$ cat config.mk
export PLATFORM = sky130hd
export DESIGN_NAME = emblem_compositor
export DESIGN_NICKNAME = d
export VERILOG_FILES = /design/src/rtl/vga_pkg.sv /design/src/rtl/emblem_reveal_ctrl.sv /design/src/rtl/emblem_compositor.sv
export SDC_FILE = /design/constraint.sdc
export NUM_CORES = 1
export LEC_CHECK = 0
export CAP_MARGIN = 20
export CORE_UTILIZATION = 47
export CTS_BUF_LIST = sky130_fd_sc_hd__clkbuf_16
export DETAILED_ROUTE_END_ITERATION = 12
export MAX_ROUTING_LAYER = met4
export PLACE_DENSITY = 0.86
export REMOVE_ABC_BUFFERS = 1
export SYNTH_ARGS = -nofsm -noshare
export SYNTH_HDL_FRONTEND = slang
export SYNTH_SLANG_ARGS = --single-unit
$ cat constraint.sdc
create_clock -name clk -period 4.4 [get_ports clk]
set_clock_uncertainty 0.1 [all_clocks]
set_input_delay 1.32 -clock clk [delete_from_list [all_inputs] [get_ports clk]]
set_output_delay 1.32 -clock clk [all_outputs]
set_load 0.1 [all_outputs]
$ cat src/rtl/vga_pkg.sv
// Shared VGA definitions: colour constants, emblem geometry, wipe FSM encoding
// and the TinyTapeout VGA PMOD pin packing.
package vga_pkg;

    // Colours are packed {R1,G1,B1,R0,G0,B0}
    localparam logic [5:0] BLACK = 6'b000000;
    localparam logic [5:0] GOLD  = 6'b110110;
    localparam logic [5:0] WHITE = 6'b111111;
    localparam logic [5:0] RED   = 6'b100100;

    localparam int EMBLEM_Y0 = 144;
    localparam int EMBLEM_H  = 160;
    localparam int WIPE_STEP = 4;

    typedef enum logic [1:0] {
        ST_HIDDEN  = 2'd0,
        ST_REVEAL  = 2'd1,
        ST_SHOWN   = 2'd2,
        ST_CONCEAL = 2'd3
    } emblem_state_e;

    // PMOD pin order is {hsync,B0,G0,R0,vsync,B1,G1,R1}
    function automatic logic [7:0] pack_pmod(input logic hs, input logic vs,
                                             input logic [5:0] rgb);
        return {hs, rgb[0], rgb[1], rgb[2], vs, rgb[3], rgb[4], rgb[5]};
    endfunction

endpackage

$ cat src/rtl/emblem_reveal_ctrl.sv
// Frame-stepped wipe FSM: grows reveal_line top-down while the emblem is
// requested and shrinks it back to zero when the request drops.
module emblem_reveal_ctrl
    import vga_pkg::*;
#(
    parameter int EMBLEM_H  = vga_pkg::EMBLEM_H,
    parameter int WIPE_STEP = vga_pkg::WIPE_STEP
) (
    input  logic       clk,
    input  logic       reset,
    input  logic       frame_start,
    input  logic       emblem_req,
    output logic [1:0] emblem_state,
    output logic [7:0] reveal_line
);

    localparam logic [8:0] H9    = 9'(EMBLEM_H);
    localparam logic [8:0] STEP9 = 9'(WIPE_STEP);
    localparam logic [7:0] INIT_LINE = (STEP9 >= H9) ? H9[7:0] : STEP9[7:0];
    localparam logic [7:0] DROP_LINE = (H9 > STEP9) ? 8'(H9 - STEP9) : 8'd0;

    emblem_state_e state_q;
    logic [7:0]    line_q;

    // One extra bit so neither direction can wrap before the clamp.
    logic [8:0] sum9;
    logic [8:0] diff9;
    logic       up_full;
    logic       dn_empty;
    logic [7:0] line_up;
    logic [7:0] line_dn;

    assign sum9     = {1'b0, line_q} + STEP9;
    assign diff9    = {1'b0, line_q} - STEP9;
    assign up_full  = (sum9 >= H9);
    assign dn_empty = diff9[8] || (diff9 == 9'd0);
    assign line_up  = up_full  ? H9[7:0] : sum9[7:0];
    assign line_dn  = dn_empty ? 8'd0    : diff9[7:0];

    // NOTE: state registers use non-blocking assignments so every flop samples
    // pre-edge values regardless of statement order.
    always_ff @(posedge clk) begin
        if (reset) begin
            state_q <= ST_HIDDEN;
            line_q  <= 8'd0;
        end else if (frame_start) begin
            case (state_q)
                ST_HIDDEN: begin
                    if (emblem_req) begin
                        state_q <= ST_REVEAL;
                        line_q  <= INIT_LINE;
                    end
                end
                ST_REVEAL: begin
                    if (!emblem_req) begin
                        state_q <= ST_CONCEAL;
                    end else begin
                        line_q <= line_up;
                        if (up_full) state_q <= ST_SHOWN;
                    end
                end
                ST_SHOWN: begin
                    if (!emblem_req) begin
                        state_q <= ST_CONCEAL;
                        line_q  <= DROP_LINE;
                    end
                end
                ST_CONCEAL: begin
                    if (emblem_req) begin
                        state_q <= ST_REVEAL;
                    end else begin
                        line_q <= line_dn;
                        if (dn_empty) state_q <= ST_HIDDEN;
                    end
                end
                default: begin
                    state_q <= ST_HIDDEN;
                    line_q  <= 8'd0;
                end
            endcase
        end
    end

    assign emblem_state = state_q;
    assign reveal_line  = line_q;

endmodule

$ cat src/rtl/emblem_compositor.sv
// Final pixel stage: text over emblem over background, packed onto the VGA
// PMOD pins through one register stage shared by colour and syncs.
module emblem_compositor
    import vga_pkg::*;
#(
    parameter int EMBLEM_Y0 = vga_pkg::EMBLEM_Y0,
    parameter int EMBLEM_H  = vga_pkg::EMBLEM_H,
    parameter int WIPE_STEP = vga_pkg::WIPE_STEP
) (
    input  logic       clk,
    input  logic       reset,
    input  logic       frame_start,
    input  logic [9:0] x,
    input  logic [9:0] y,
    input  logic       active,
    input  logic       hsync,
    input  logic       vsync,
    input  logic [5:0] bg_rgb,
    input  logic       emblem_draw,
    input  logic [5:0] emblem_rgb,
    input  logic       text_draw,
    input  logic [5:0] text_rgb,
    input  logic       emblem_req,
    output logic [7:0] uo_out,
    output logic [1:0] emblem_state
);

    localparam logic [9:0] Y0_10 = 10'(EMBLEM_Y0);

    logic [7:0] reveal_line;
    logic [9:0] y_off;
    logic       emblem_vis;
    logic [5:0] pix_rgb;
    logic [7:0] uo_out_q;
    logic       unused_x;

    // Column is not needed here; coverage already arrives as draw flags.
    assign unused_x = ^x;

    emblem_reveal_ctrl #(
        .EMBLEM_H  (EMBLEM_H),
        .WIPE_STEP (WIPE_STEP)
    ) u_ctrl (
        .clk          (clk),
        .reset        (reset),
        .frame_start  (frame_start),
        .emblem_req   (emblem_req),
        .emblem_state (emblem_state),
        .reveal_line  (reveal_line)
    );

    assign y_off      = y - Y0_10;
    assign emblem_vis = emblem_draw && (y >= Y0_10) && (y_off < {2'b00, reveal_line});

    // NOTE: pix_rgb gets a default before any branch so no path leaves it
    // unassigned, which would otherwise infer a latch.
    always_comb begin
        pix_rgb = BLACK;
        if (active) begin
            if (text_draw)       pix_rgb = text_rgb;
            else if (emblem_vis) pix_rgb = emblem_rgb;
            else                 pix_rgb = bg_rgb;
        end
    end

    always_ff @(posedge clk) begin
        if (reset) uo_out_q <= 8'h00;
        else       uo_out_q <= pack_pmod(hsync, vsync, pix_rgb);
    end

    assign uo_out = uo_out_q;

endmodule
==> results.md <==
* Final setup TNS at 0 ns
* Post-CTS Hold Buffers at 0
* WL/cell at 14.8 um
* Number of routed nets with antenna violations at 0
* Share of layout cells above drive strength 1 at 0.0651
* Clock power share at 0.331
* Synth warn at 0
* Post-CTS sizing at 0
* # port buffers at 44
* Max Freq at 0.279 GHz
* CP max-delay cell: clkdlybuf4s50_1
* Die Y at about 57 um
* Sw frac at 0.329
* Failing checks: DRC
* Sequential power share at 0.310
* # nets final at 278
* P_leak at 0.734 nW
* Filler cell count in the final layout at between 200 and 250
* Post-place setup slack at around 0.55 ns
* Drt pass-1 iters at 9
* Initial antenna violation count at 0
* Comb pwr share at 0.359
* Crit path largest cell delay at approximately 0.46 ns
* Largest net degree at the start of global routing at 14
* Class of the worst hold path: register to register
* Htree depth at 1
* Cell row count at 19
* Crit path cell chain: clkdlybuf4s50_1, nor3_1, xnor2_1, ha_1, nand2_1, nand3b_1, a211oi_4, mux2i_1, a21oi_1
* Max-slew violation count at 0
* Most common cell after layout, fill and taps aside: clkdlybuf4s50_1
* Starting DRT DRC Count at 47
* Synth Area per Inst at 8.05 um2
* GP Congestion at 0.882
* Overflow after GRT at 0
* Vias in the first global route at about 1400
* CP endpoint kind: register
* Power density over cell area at 271 nW/um2
* CTS tree: yes
* Worst-margin pin slew at 0.988 ns
* Cells after synthesis at 176
* Tcrit/Tclk final at 0.815
* Clk root buf: clkbuf_16
* CTS Buf Count at 3
* Clk sinks at 16
* CORE AREA at 2810 um2
* Tmin final at approximately 3.6 ns
* Overall power at approximately 0.00052 W
* Die Footprint at between 3000 and 4000 um2
* I/O pin count at between 50 and 60
* Worst vdd ir at between 0.2 and 0.3 mV
* Final setup violation count at 0
* Switching power at approximately 0.00017 W
* Startpoint Class: input port
* Count of cell types in the netlist at 50
* Post-route insts no fill at 246
* Max-Cap Viols at 0
* Initial Util at 0.505
* Setup bufs post-CTS at 0
* Vias at 1436
* Clock tree buffer depth at 2
* Worst Slack Setup Final at around 0.8 ns
* Cell Area, Synth at 1420 um2
* Via-per-instance ratio at 5.84
* Post-placement cell count at 243
* Relative slew slack at 0.340
* Ant diodes at 0
* Die W at roughly 57 um
* DPL Wire Length at approximately 2800 um
* Clk_lat worst skew at between 0.2 and 0.25 ns
* Arr. time, crit path at around 3.6 ns
* Drt drc at 2
* RSZ-0062 raised after global routing: no
* CP required at 4.41 ns
* Sequential share of the synthesized area at 0.226
* Area delta synth->final at 35.8%
* Clock-pin slew on the worst setup and hold paths at approximately 0.05 ns
* Outcome: finished with violations
* Flops & latches, synth at 16
* Synth Flop Type: dfxtp_1
* Leading cell types in the layout, fill and taps excluded: clkdlybuf4s50_1 (44), dfxtp_1 (16), o21ai_0 (15), a21oi_1 (15)
* Total GRT Usage at 0.242
* Fraction of registers with async set or reset after synthesis at 0
* WS Path Type: input port to register
* Int Pwr at 0.000349 W
* Worst-path fanout max at 6
* EDFF count, synth at 0
* Routed WL at 3640 um
* Fin. Hold Viols at 0
* First-pass GRT wire length at 6090 um
critical path, delay by kind of cell:
kind / cells / cell delay, ns
AND/OR/NAND/NOR: 3 / 0.56
AO/OA/AOI/OAI: 2 / 0.55
buffers and inverters: 1 / 0.46
multiplexers: 1 / 0.28
adder cells (fa/ha/maj): 1 / 0.26
XOR/XNOR: 1 / 0.17
cell families after synthesis:
family | share of synthesized area
compound gates | 0.282
simple gates | 0.189
buf+inv | 0.0724
flops | 0.226
fa+ha+maj | 0.124
mux | 0.0821
xor+xnor | 0.0247
synthesized netlist by cell type (2+ instances only):
cell | n | area [um2]
nand2_1 | 9 | 33.8
a21oi_1 | 15 | 75.1
o32ai_1 | 2 | 17.5
nor2_1 | 13 | 48.8
buf_2 | 4 | 20.0
o31ai_1 | 2 | 15.0
inv_1 | 14 | 52.6
a32oi_1 | 2 | 17.5
mux2i_1 | 9 | 90.1
a311oi_1 | 2 | 17.5
dfxtp_1 | 16 | 320
o41ai_1 | 2 | 17.5
o21ai_0 | 15 | 75.1
xor2_1 | 2 | 17.5
ha_1 | 14 | 175
o21a_1 | 2 | 15.0
a22oi_1 | 3 | 22.5
nor4b_1 | 2 | 17.5
nand2b_1 | 3 | 18.8
or2_2 | 2 | 12.5
xnor2_1 | 2 | 17.5
nor3_1 | 4 | 20.0
a21o_1 | 2 | 15.0
nor2b_1 | 8 | 50.1
clkbuf_1 | 2 | 7.51
power groups by stage:
stage / sequential, W / combinational [W] / clock (W)
finish: 0.000162 / 0.000187 / 0.000173
global placement: 0.000164 / 0.000180 / 0
detailed placement: 0.000164 / 0.000185 / 0
floorplan: 0.000208 / 0.0000771 / 0
CTS: 0.000162 / 0.000187 / 0.000174
global route: 0.000162 / 0.000201 / 0.000180
final cells by class:
cell class	instances	area [um2]	share of cell area
Tap cell	31	38.8	0.0201
Clock buffer	3	75.1	0.0390
Multi-Input combinational cell	137	995	0.517
Sequential cell	16	320	0.166
Timing Repair Buffer	44	440	0.229
Inverter	15	56.3	0.0292
registers in the layout, indices dropped and copies added (netlist names):
| name | cells |
|---|---|
| u_ctrl.emblem_state | 2 |
| uo_out | 8 |
| u_ctrl.reveal_line | 6 |
routing by layer:
metal / wire (um) / part of all wire / global-route usage
met1: 1590 / 0.44 / 0.293
met2: 1890 / 0.52 / 0.417
met3: 129 / 0.035 / 0.0346
met4: 32 / 0.0088 / 0.0697
met5: 0 / 0 / -
final timing paths:
| kind | start | endpoint | slack (ns) | cells past startpoint |
|---|---|---|---|---|
| max | y[6] | uo_out[5]$_SDFF_PP0_ | 0.81 | 9 |
| min | u_ctrl.emblem_state[1]$_SDFFE_PP0P_ | u_ctrl.emblem_state[1]$_SDFFE_PP0P_ | 0.44 | 2 |
| max reg2reg | u_ctrl.reveal_line[3]$_SDFFE_PP0P_ | u_ctrl.emblem_state[0]$_SDFFE_PP0P_ | 1.93 | 6 |
| min reg2reg | u_ctrl.emblem_state[1]$_SDFFE_PP0P_ | u_ctrl.emblem_state[1]$_SDFFE_PP0P_ | 0.44 | 2 |
metrics by stage:
step	hold WS (ns)	utilization	instance area [um2]
finish	0.436	0.686	1930
global route	0.468	0.686	1930
CTS	0.439	0.686	1930
detailed placement	0.429	0.660	1850
global placement	0.413	0.660	1850
floorplan	0.476	-	1370
Note: power is estimated with default switching activity, not from simulation.
